--- config.mk ---
export PLATFORM = sky130hd
export DESIGN_NAME = plru_state_ctrl
export DESIGN_NICKNAME = d
export VERILOG_FILES = /design/src/rtl/plru_state_ctrl.sv
export SDC_FILE = /design/constraint.sdc
export NUM_CORES = 1
export LEC_CHECK = 0
export ABC_AREA = 1
export BUFFER_PORTS_ARGS = -buffer_cell sky130_fd_sc_hd__buf_2
export CAP_MARGIN = 10
export CORE_AREA = 2 2 277 279
export CTS_CLUSTER_DIAMETER = 60
export DETAILED_ROUTE_END_ITERATION = 6
export DIE_AREA = 0 0 279 281
export PLACE_DENSITY = 0.74
export SKIP_LAST_GASP = 1
export SYNTH_ARGS = -nofsm -noshare
export SYNTH_HDL_FRONTEND = slang
export SYNTH_SLANG_ARGS = --single-unit
export TNS_END_PERCENT = 30
--- constraint.sdc ---
create_clock -name clk -period 4.13 [get_ports clk]
set_clock_uncertainty 0.15 [all_clocks]
set_input_delay 0.826 -clock clk [delete_from_list [all_inputs] [get_ports clk]]
set_output_delay 0.826 -clock clk [all_outputs]
set_load 0.02 [all_outputs]
--- src/rtl/plru_state_ctrl.sv ---
`default_nettype none
// ============================================================================
// Module   : plru_state_ctrl
// Purpose  : Per-set binary-tree pseudo-LRU state store and two-stage request
//            sequencer for the LLC. A touch marks a way most recently used.
//            An allocate picks the victim way and then marks it most recently
//            used. The tree encoding is bit-exact with pkg_plru
//            UpdatePLRU/VictimPLRU.
// Ports    : clk, rst_n     - clock, asynchronous active-low reset
//            flush          - one-cycle pulse, re-initialises every tree
//            req_valid/ready, req_op (0 touch, 1 allocate), req_set, req_way
//            rsp_valid, rsp_set, rsp_way - single-cycle response, no backpressure
//            init_done      - high once the initialisation sweep has finished
// Revision : 1.0 - initial release
// ============================================================================
module plru_state_ctrl #(
  parameter int N_WAY = 16,
  parameter int N_SET = 64
) (
  input  logic                       clk,
  input  logic                       rst_n,
  input  logic                       flush,
  input  logic                       req_valid,
  output logic                       req_ready,
  input  logic                       req_op,
  input  logic [$clog2(N_SET)-1:0]   req_set,
  input  logic [$clog2(N_WAY)-1:0]   req_way,
  output logic                       rsp_valid,
  output logic [$clog2(N_SET)-1:0]   rsp_set,
  output logic [$clog2(N_WAY)-1:0]   rsp_way,
  output logic                       init_done
);

  localparam int WAY_W  = $clog2(N_WAY);
  localparam int SET_W  = $clog2(N_SET);
  localparam int TREE_W = N_WAY - 1;
  localparam logic [SET_W-1:0] C_LAST_SET = SET_W'(N_SET - 1);

  typedef enum logic [0:0] {
    ST_INIT  = 1'b0,
    ST_READY = 1'b1
  } state_t;

  // --------------------------------------------------------------------------
  // Tree helpers. Node 0 is the root; children of node b are 2b+1 (bit 0)
  // and 2b+2 (bit 1). The way index is walked MSB first.
  // --------------------------------------------------------------------------
  function automatic logic [TREE_W-1:0] f_update(input logic [TREE_W-1:0] tree,
                                                 input logic [WAY_W-1:0]  way);
    logic [TREE_W-1:0] t;
    int                b;
    t = tree;
    b = 0;
    for (int l = 0; l < WAY_W; l++) begin
      t[b] = way[WAY_W-1-l];
      b    = way[WAY_W-1-l] ? (2 * b + 2) : (2 * b + 1);
    end
    return t;
  endfunction

  function automatic logic [WAY_W-1:0] f_victim(input logic [TREE_W-1:0] tree);
    logic [WAY_W-1:0] v;
    logic             vb;
    int               b;
    v = '0;
    b = 0;
    for (int l = 0; l < WAY_W; l++) begin
      vb             = ~tree[b];
      v[WAY_W-1-l]   = vb;
      b              = vb ? (2 * b + 2) : (2 * b + 1);
    end
    return v;
  endfunction

  // --------------------------------------------------------------------------
  // State
  // --------------------------------------------------------------------------
  state_t             r_state, w_state_nxt;
  logic [SET_W-1:0]   r_init_ptr, w_init_ptr_nxt;
  logic               r_init_done, w_init_done_nxt;

  logic [TREE_W-1:0]  r_tree [N_SET];

  logic               r_s1_valid;
  logic               r_s1_op;
  logic [SET_W-1:0]   r_s1_set;
  logic [WAY_W-1:0]   r_s1_way;

  logic               r_s2_valid;
  logic               r_s2_op;
  logic [SET_W-1:0]   r_s2_set;
  logic [WAY_W-1:0]   r_s2_way;
  logic [TREE_W-1:0]  r_s2_tree;

  logic               w_accept;
  logic [WAY_W-1:0]   w_s2_victim;
  logic [WAY_W-1:0]   w_s2_way;
  logic [TREE_W-1:0]  w_s2_tree_upd;
  logic [TREE_W-1:0]  w_s1_tree;

  // --------------------------------------------------------------------------
  // FSM
  // --------------------------------------------------------------------------
  always_ff @(posedge clk or negedge rst_n) begin
    if (!rst_n) begin
      r_state     <= ST_INIT;
      r_init_ptr  <= '0;
      r_init_done <= 1'b0;
    end else begin
      r_state     <= w_state_nxt;
      r_init_ptr  <= w_init_ptr_nxt;
      r_init_done <= w_init_done_nxt;
    end
  end

  always_comb begin
    w_state_nxt     = r_state;
    w_init_ptr_nxt  = r_init_ptr;
    w_init_done_nxt = r_init_done;
    case (r_state)
      ST_INIT: begin
        w_init_ptr_nxt = r_init_ptr + 1'b1;
        if (r_init_ptr == C_LAST_SET) begin
          w_state_nxt     = ST_READY;
          w_init_done_nxt = 1'b1;
        end
      end
      ST_READY: begin
        w_state_nxt = ST_READY;
      end
      default: begin
        w_state_nxt = ST_INIT;
      end
    endcase
    if (flush) begin
      w_state_nxt     = ST_INIT;
      w_init_ptr_nxt  = '0;
      w_init_done_nxt = 1'b0;
    end
  end

  assign req_ready = (r_state == ST_READY) && !flush;
  assign w_accept  = req_valid && req_ready;
  assign init_done = r_init_done;

  // --------------------------------------------------------------------------
  // S2 resolution: an allocate updates the tree with the victim it chose.
  // --------------------------------------------------------------------------
  assign w_s2_victim   = f_victim(r_s2_tree);
  assign w_s2_way      = r_s2_op ? w_s2_victim : r_s2_way;
  assign w_s2_tree_upd = f_update(r_s2_tree, w_s2_way);

  // S2 writes its set at the same edge S1 reads; forward so that back-to-back
  // requests to one set see each other's update.
  assign w_s1_tree = (r_s2_valid && (r_s2_set == r_s1_set)) ? w_s2_tree_upd
                                                            : r_tree[r_s1_set];

  // --------------------------------------------------------------------------
  // Pipeline registers
  // --------------------------------------------------------------------------
  always_ff @(posedge clk or negedge rst_n) begin
    if (!rst_n) begin
      r_s1_valid <= 1'b0;
      r_s1_op    <= 1'b0;
      r_s1_set   <= '0;
      r_s1_way   <= '0;
      r_s2_valid <= 1'b0;
      r_s2_op    <= 1'b0;
      r_s2_set   <= '0;
      r_s2_way   <= '0;
      r_s2_tree  <= '0;
    end else begin
      r_s1_valid <= w_accept && !flush;
      r_s2_valid <= r_s1_valid && !flush;
      if (w_accept) begin
        r_s1_op  <= req_op;
        r_s1_set <= req_set;
        r_s1_way <= req_way;
      end
      if (r_s1_valid) begin
        r_s2_op   <= r_s1_op;
        r_s2_set  <= r_s1_set;
        r_s2_way  <= r_s1_way;
        r_s2_tree <= w_s1_tree;
      end
    end
  end

  // Tree array: cleared by the INIT sweep rather than by reset.
  always_ff @(posedge clk) begin
    if (r_state == ST_INIT) begin
      r_tree[r_init_ptr] <= '0;
    end else if (r_s2_valid) begin
      r_tree[r_s2_set] <= w_s2_tree_upd;
    end
  end

  // --------------------------------------------------------------------------
  // Response: payload forced to zero outside the strobe.
  // --------------------------------------------------------------------------
  assign rsp_valid = r_s2_valid;
  assign rsp_set   = r_s2_valid ? r_s2_set : '0;
  assign rsp_way   = r_s2_valid ? w_s2_way : '0;

endmodule
`default_nettype wire

==> Word-level counts from Yosys, hierarchy flattened <==
Memory sizes are Yosys's and may differ from the RTL's.
Cells that the tools add are included.
{ "totals": {"reg_bits": 47, "latchBits": 0, "ramBits": 960, "rom_bits": 0, "in_bits": 15, "output_inout_bits": 13, "n_memories": 1} }
{ "classes": {"addsub": 9, "mul": 0, "n_div": 0, "n_lt_le_gt_ge": 9, "eq_ne": 3, "shifts": 0, "n_mux": 43, "bitwise": 5, "n_reduce_logical": 12} }
{ "memory_table": {"columns": ["name", "words", "width", "rd", "rd_clocked_by_memory_dff", "write_ports", "line_no", "source"], "rows": [
  ["r_tree", 64, 15, 1, 0, 1, "82", "logic [TREE_W-1:0] r_tree [N_SET];"]
]} }
{ "op_table": {"columns": ["cell", "count"], "rows": [
  ["bitwise mux 15 bit", 3],
  ["2-to-1 mux 6 bit", 6],
  ["2-to-1 mux 15 bit", 2],
  ["2-to-1 mux 1 bit", 19],
  ["2-to-1 mux 4 bit", 4],
  ["OR reduction 15 bit", 1],
  ["adder 5 x 1 -> 6 bit (second input constant)", 2],
  ["adder 5 x 2 -> 6 bit (second input constant)", 2],
  ["binary-select mux 1 bit (select 4 bit)", 3],
  ["demux 1 bit (select 4 bit)", 3],
  ["less-than comparator 6 x 5 -> 1 bit (second input constant)", 2],
  ["less-than comparator 2 x 5 -> 1 bit (second input constant)", 2],
  ["less-than comparator 4 x 5 -> 1 bit (second input constant)", 2],
  ["adder 3 x 1 -> 4 bit (second input constant)", 2],
  ["adder 3 x 2 -> 4 bit (second input constant)", 2],
  ["logical AND 1 bit", 8],
  ["adder 6 x 1 -> 6 bit (second input constant)", 1],
  ["== test 6 bit", 1],
  ["== test 6 bit (second input constant)", 1],
  ["greater-or-equal comparator 6 x 1 -> 1 bit (second input constant)", 1],
  ["inverter 1 bit", 5],
  ["greater-or-equal comparator 4 x 1 -> 1 bit (second input constant)", 1],
  ["2-to-1 mux 2 bit", 2],
  ["greater-or-equal comparator 2 x 1 -> 1 bit (second input constant)", 1],
  ["other kinds (5)", 5]
]} }

==> Longest topological paths before layout <==
Gate-level depths: netlist of run 1.
{ "logic_depth": {"depth_word": 25, "depth_mapped": 18} }

==> Worst setup path before layout of run 1 <==
No wires, ideal clock.
{ "synth_timing": {"path_kind": "register -> register", "from": "register r_s2_tree[0]", "to": "memory r_tree[0][5] (netlist bit), data pin", "t_arrival_ns": 3.772, "t_required_ns": 3.432, "path_slack_ns": -0.340, "stages_incl_launch_ff": 16, "synth_period_minus_slack_ns": 4.470, "path_cell_list": "dfrtp_1 inv_2 nand2_2 nand2_2 nand2_2 o21ai_4 inv_2 ha_1 ha_1 inv_1 nand2_1 nand2_2 nand2_1 nor2_1 nand2_1 a21oi_1"} }
{ "synth_between": {"elab_chain_cells": 17} }
{ "synth_rtl": {"columns": ["element", "line_no", "source"], "rows": [
  ["start: declaration", "93", "logic [TREE_W-1:0] r_s2_tree;"],
  ["start signal: assignment", "184", "r_s2_tree <= w_s1_tree;"],
  ["2-to-1 mux 2 bit", "70", "b = vb ? (2 * b + 2) : (2 * b + 1);"],
  ["binary-select mux 1 bit (select 4 bit)", "68", "vb = ~tree[b];"],
  ["2-to-1 mux 1 bit (not written as such) (2 in series)", "68", null],
  ["2-to-1 mux 4 bit", "70", null],
  ["binary-select mux 1 bit (select 4 bit)", "68", null],
  ["2-to-1 mux 1 bit (not written as such) (2 in series)", "68", null],
  ["inverter 1 bit", "68", null],
  ["2-to-1 mux 4 bit *", "150", "assign w_s2_way = r_s2_op ? w_s2_victim : r_s2_way;"],
  ["2-to-1 mux 6 bit", "56", "b = way[WAY_W-1-l] ? (2 * b + 2) : (2 * b + 1);"],
  ["greater-or-equal comparator 6 x 1 -> 1 bit (not written as such) / less-than comparator 6 x 5 -> 1 bit (equally long branches)", "55", "t[b] = way[WAY_W-1-l];"],
  ["logical AND 1 bit (not written as such)", "55", null],
  ["2-to-1 mux 1 bit (not written as such)", "55", null],
  ["demux 1 bit (select 4 bit)", "55", null],
  ["bitwise mux 15 bit *", "55", null],
  ["2-to-1 mux 15 bit (no source line) *", null, null],
  ["end: declaration", "82", null]
]} }
Every way passes the cells marked *; elsewhere a longest branch is shown, timed or not. The select of a mux whose other input is x is not followed.

==> Worst setup path in the final report of run 1 <==
{ "layout_timing": {"from": "register r_s2_tree[0]", "to": "memory r_tree[55][6] (netlist bit), data pin"} }
The elaborated chain is that of the path after synthesis.

==> results.py, run 1 <==
metrics = {
    "clock_tree": {
        "clk_pin_slew_worst_paths_ns": 0.06,
        "ctsResizeCount": 0,
        "h-tree-depth": 3,
        "postCtsHoldBufs": 0,
        "numCtsBuffers": 101,
        "clockRootBuffer": "clkbuf_16",
        "cts_tree": "done",
        "cts.sinks": 1007,
        "cts_setup_buffers": 0,
        "clk_latency_ns": 0.68,
        "cts_buffer_depth": 3,
    },
    "power_and_ir_drop": {
        "internal-power_mw": 16.9,
        "comb_power_share_pct": 12.1,
        "netSwitchingFraction_pct": 25.9,
        "p_sw_mw": 5.92,
        "total_leakage_power_nw": 16.7,
        "share_seq_of_total_power_pct": 49.1,
        "p_per_area_nw_per_um2": 487,
        "pwr-share-clk_pct": 38.8,
        "p_total_mw": 22.8,
        "vdd_ir_drop_max_mv": 0.496,
    },
    "floorplan": {
        "pin_count": 28,
        "start_util_pct": 55.5,
        "die_width_um": 279,
        "core_area_um2": 75400,
        "row_count": 101,
        "die_h_um": 281,
        "die_area_um2": 78400,
    },
    "logic_synthesis": {
        "synth_area_leaders": "edfxtp_1 (69%), nand3_1 (11%), nand2_1 (11%)",
        "synth_top_cell_area_share_pct": 68.9,
        "postSynth.asyncResetShare_pct": 4.67,
        "synth_area_um2": 41900,
        "syn_avg_cell_area_um2": 11.4,
        "synthesis.nets": 3686,
        "synth_edf_count": 960,
        "synth_top_cell_by_area": "edfxtp_1",
        "ys_types": 37,
        "postSynthCellCount": 3664,
        "synth_flop_cell": "edfxtp_1",
        "synth-seq-cells": 1007,
        "yosysSeqAreaShare_pct": 71.7,
        "synth_warnings": 0,
    },
    "place": {
        "placedCellCount": 4593,
        "port_buffers": 27,
        "dpl_cell_area_um2": 43700,
        "gp_congestion": 0.896,
        "hpwlAfterDp_um": 63800,
    },
    "drt": {
        "drc": 0,
        "dr.pass1.iters": 6,
        "vias": 29253,
        "routed_via_density": 6.13,
        "drt_iter0_markers": 4157,
        "totalWireLength_um": 116000,
        "ant_nets": 0,
        "post_drt_wl_per_cell_um": 24.3,
    },
    "timing": {
        "relSlewSlack_pct": 21.2,
        "fin_setup_tns_ns": 0,
        "final_hold_viol_count": 0,
        "rsz0062_at_grt": "false",
        "finalMaxSlewViolations": 0,
        "max_freq_mhz": 275,
        "post-route-period-util_pct": 88.2,
        "finalSetupViolations": 0,
        "worstMarginPinSlew_ns": 1.17,
        "period_minus_slack_ns": 3.64,
    },
    "worst_setup_path": {
        "crit_fanout": 22,
        "worst_ep_required_time_ns": 4.44,
        "worstSetupPathType": "flop to flop",
        "end_kind": "flop",
        "reg2reg_depth": 15,
        "crit_arrival_ns": 3.95,
        "cp-start-kind": "flop",
    },
    "run_status": {
        "status": "completed",
    },
    "global_routing": {
        "grt_usage_pct": 29.6,
        "grt_pass1_vias": 27878,
        "overflow": 0,
        "antenna_found_initial": 4,
        "grt_max_degree": 160,
        "grt_pass1_wl_um": 172000,
    },
    "cells_and_area": {
        "fin_area_um2": 46900,
        "drive_gt1_share_pct": 10.3,
        "final_common_cell": "nand2_1",
        "layout_common_cells": "nand2_1 (1201), edfxtp_1 (960), nand3_1 (930), buf_4 (122), clkbuf_16 (103)",
        "regArea_um2": 30000,
        "fillers": 5535,
        "multi_input_area_um2": 10700,
        "area_delta_synth_final_pct": 12.2,
        "nNetsFinal": 3740,
        "postLayoutCoreUtil_pct": 62.2,
        "final_cells": 4774,
    },
    "hold_path": {
        "min_path_type": "input port to asynchronous set/reset pin",
    },
    "job": {
        "cap_violations": 0,
    },
}
through the flow:
stage | setup slack (ns) | hold slack [ns]
final | 0.488 | 0.123
after global routing | 0.225 | 0.170
after CTS | 0.543 | 0.131
after detailed placement | 0.594 | 0.315
after global placement | 0.650 | 0.316
after floorplan | -0.337 | 0.293
final cells by class:
type / instances / area share (%)
Tap cell: 978 / 2.61
Clock buffer: 128 / 5.82
Inverter: 72 / 0.613
Multi-Input combinational cell: 2363 / 22.7
Clock inverter: 52 / 1.00
Sequential cell: 1007 / 63.9
Antenna cell: 1 / 0.00533
Timing Repair Buffer: 173 / 3.26
per-layer routing:
layer | track usage (%) | routed length, µm | vias to the layer above
li1 | - | - | 12999
met1 | 40.2 | 43800 | 14054
met2 | 46.1 | 53100 | 1867
met3 | 6.67 | 14000 | 327
met4 | 13.4 | 5290 | 6
met5 | 0 | 41 | -
worst max-delay path, cell delays in order (launching register included):
cell and delay [ns]:
dfrtp_1 0.45, inv_2 0.09, nand2_2 0.10, nand2_2 0.09, nand2_2 0.08, o21ai_4 0.12
inv_2 0.17, ha_1 0.23, inv_1 0.07, ha_1 0.34, inv_1 0.07, nand2_1 0.06
nand2_2 0.17, nand4_1 0.20, a21oi_4 0.67, buf_4 0.35
power by group through the flow:
stage / logic (mW) / registers [mW] / clock network [mW]
3_3_place_gp: 2.64 / 11.4 / 0
4_1_cts: 2.72 / 11.2 / 8.90
5_1_grt: 3.01 / 11.2 / 9.34
2_1_floorplan: 1.87 / 11.4 / 0
6_report: 2.77 / 11.2 / 8.86
3_5_place_dp: 2.70 / 11.4 / 0
state kept, by name (all words and copies together), names as in the netlist:
name and count:
r_init_ptr 6, r_s2_set 6, rsp_valid 1, r_s2_way 4
r_s1_way 4, r_state 1, r_s2_tree 15, r_s1_op 1
r_s2_op 1, init_done 1, r_s1_valid 1, r_s1_set 6
r_tree 960
cells in the mapped netlist (13+ instances only):
| cell | instances |
|---|---|
| dfrtp_1 | 47 |
| buf_1 | 27 |
| buf_2 | 132 |
| nand2_1 | 1201 |
| o21ai_0 | 37 |
| a21oi_1 | 24 |
| nor2_1 | 97 |
| inv_1 | 57 |
| clkbuf_1 | 37 |
| buf_4 | 23 |
| nand3_1 | 930 |
| inv_2 | 13 |
| edfxtp_1 | 960 |
final timing paths:
path / from / to / slack [ns]
max reg2reg: r_s2_tree[0]$_DFFE_PN0P_ / r_tree[55][6]$_DFFE_PP_ / 0.49
min in group clk: req_way[0] / r_s1_way[0]$_DFFE_PN0P_ / 0.20
min: rst_n / r_s2_op$_DFFE_PN0P_ / 0.12
max: r_s2_tree[0]$_DFFE_PN0P_ / r_tree[55][6]$_DFFE_PP_ / 0.49
max in group asynchronous: rst_n / r_s2_tree[1]$_DFFE_PN0P_ / 3.01
min reg2reg: r_s1_way[0]$_DFFE_PN0P_ / r_s2_way[0]$_DFFE_PN0P_ / 0.33
kinds of logic after synthesis:
kind of cell	after synthesis	share of synthesized area (%)
adders and majority gates	7	0.209
xor gates and xnor gates	1	0.0209
and+or+nand+nor	2275	23.7
DFF	1007	71.7
AOI/OAI and AO/OA	80	1.07
buffers and inverters	294	3.31
No activity file was read; power rests on OpenSTA's default activity.
==> run 2, diff against run 1 <==
- CORE_AREA: 2 2 277 279 -> 2 2 309 250
- DIE_AREA: 0 0 279 281 -> 0 0 311 252
==> run 2 against run 1 <==
Net effect:
- hold slack better by 0.0015 ns
- combinational power hardly changed
- sequential share of layout area is 0.66 points higher
- first-iteration DRC count hardly changed
- final cell count is 0.21% higher
- register-to-register slack better by 0.09 ns
- count of clock-buffer cells in the layout is 17 lower
- die area hardly changed
- non-clock buffer count is 9 lower
- worst setup slack better by 0.087 ns
- final area is 1.0% lower
==> results.py, run 2 (synthesis results as in run 1) <==
metrics = {
    "run_status": {
        "status": "completed",
    },
    "drt": {
        "totalWireLength_um": 107000,
        "routed_via_density": 5.96,
        "vias": 28525,
        "post_drt_wl_per_cell_um": 22.3,
        "drc": 0,
        "dr.pass1.iters": 5,
        "drt_iter0_markers": 4156,
        "ant_nets": 0,
    },
    "worst_setup_path": {
        "cp-start-kind": "flop",
        "crit_fanout": 13,
        "worstSetupPathType": "flop to flop",
        "crit_arrival_ns": 3.76,
        "end_kind": "flop",
        "worst_ep_required_time_ns": 4.34,
    },
    "clock_tree": {
        "h-tree-depth": 3,
        "cts_tree": "done",
        "ctsResizeCount": 0,
        "cts_buffer_depth": 3,
        "cts.sinks": 1007,
        "numCtsBuffers": 91,
        "cts_setup_buffers": 0,
        "postCtsHoldBufs": 0,
        "clockRootBuffer": "clkbuf_16",
        "clk_latency_ns": 0.67,
        "clk_pin_slew_worst_paths_ns": 0.07,
    },
    "floorplan": {
        "core_area_um2": 75000,
        "pin_count": 28,
        "die_area_um2": 78400,
        "row_count": 90,
        "die_width_um": 311,
        "start_util_pct": 55.8,
        "die_h_um": 252,
    },
    "cells_and_area": {
        "reg.largest.list": "r_tree x960, r_s2_tree x15",
        "layout_common_cells": "nand2_1 (1201), edfxtp_1 (960), nand3_1 (930), buf_4 (113), nor2_1 (95)",
        "multi_input_area_um2": 10700,
        "area_delta_synth_final_pct": 11.0,
        "regArea_um2": 30000,
        "fillers": 5736,
        "regMostFlops": "r_tree",
        "drive_gt1_share_pct": 9.52,
        "largest_reg_flops": 960,
        "nNetsFinal": 3721,
        "postLayoutCoreUtil_pct": 62.0,
        "final_common_cell": "nand2_1",
    },
    "global_routing": {
        "grt_max_degree": 197,
        "overflow": 0,
        "antenna_found_initial": 0,
        "grt_pass1_vias": 26589,
        "grt_pass1_wl_um": 162000,
        "grt_usage_pct": 27.2,
    },
    "power_and_ir_drop": {
        "total_leakage_power_nw": 16.4,
        "vdd_ir_drop_max_mv": 0.397,
        "p_per_area_nw_per_um2": 472,
        "p_total_mw": 21.9,
    },
    "timing": {
        "final_hold_viol_count": 0,
        "worstMarginPinSlew_ns": 1.10,
        "finalMaxSlewViolations": 0,
        "post-route-period-util_pct": 86.1,
        "finalSetupViolations": 0,
        "rsz0062_at_grt": "false",
        "period_minus_slack_ns": 3.56,
        "relSlewSlack_pct": 26.8,
        "max_freq_mhz": 281,
    },
    "place": {
        "gp_congestion": 0.929,
        "hpwlAfterDp_um": 60200,
        "port_buffers": 27,
    },
    "job": {
        "cap_violations": 0,
    },
    "hold_path": {
        "min_path_type": "input port to asynchronous set/reset pin",
    },
}
-- run 2: changes by cell type in the layout (fill, tap and decap cells not counted), sizes merged --
| cell | previous run | this run |
|---|---|---|
| diode | 1 | 2 |
| inv | 75 | 72 |
| clkinvlp | 2 | 1 |
| buf | 173 | 164 |
| clkinv | 42 | 49 |
| bufinv | 5 | 3 |
| clkbuf | 128 | 111 |
-- run 2: where the power goes --
group / switching (mW) / leakage (nW) / total, mW / internal [mW]
registers: 0.0728 / 7.44 / 11.2 / 11.1
logic: 2.01 / 7.63 / 2.79 / 0.781
clock network: 3.62 / 1.36 / 7.95 / 4.33
total: 5.70 / 16.4 / 21.9 / 16.2
-- run 2: per-layer routing --
metal	share of wire [%]	GRT usage (%)	wire [µm]	vias up
met2	46	40.8	48800	1558
li1	-	-	-	12945
met5	0	0	0	-
met3	11	6.76	11900	207
met1	40	39.2	42900	13815
met4	3.0	8.97	3250	0
-- run 2: worst paths after layout --
kind / cells past startpoint / startpoint / slack, ns / to
worst max-delay path: 7 / rsp_valid$_DFF_PN0_ / 0.57 / r_tree[34][8]$_DFFE_PP_
worst min-delay path: 1 / rst_n / 0.12 / r_s2_tree[3]$_DFFE_PN0P_
worst max register to register: 7 / rsp_valid$_DFF_PN0_ / 0.57 / r_tree[34][8]$_DFFE_PP_
worst min register to register: 2 / r_s2_tree[6]$_DFFE_PN0P_ / 0.34 / r_s2_tree[6]$_DFFE_PN0P_
max in group asynchronous: 2 / rst_n / 2.99 / r_s2_tree[9]$_DFFE_PN0P_
min in group clk: 3 / req_way[0] / 0.20 / r_s1_way[0]$_DFFE_PN0P_
-- run 2: through the flow --
step	setup slack (ns)	hold slack, ns	instances	TNS [ns]	area, µm²
2_1_floorplan	-0.337	0.293	3664	-81.67	41900
3_3_place_gp	0.775	0.311	4618	0	43700
3_5_place_dp	0.724	0.315	4618	0	43700
4_1_cts	0.728	0.135	4782	0	46500
5_1_grt	0.382	0.184	4782	0	46500
6_report	0.575	0.125	4784	0	46500
-- run 2: worst max-delay path, cell delays in order, from the launching register on --
cell	delay [ns]
dfrtp_1	0.55
nand2_2	0.24
nand2_1	0.12
o21ai_2	0.15
inv_1	0.29
nand4_1	0.88
nor2_1	0.55
buf_4	0.30
-- run 2: layout make-up --
type | instances | share of cell area, %
multi-input cells | 2363 | 23.0
well taps | 1012 | 2.73
clock inverters | 53 | 0.708
flip-flops and latches | 1007 | 64.6
diodes | 2 | 0.0108
inverters | 72 | 0.619
clock buffers | 111 | 5.20
repair buffers | 164 | 3.15
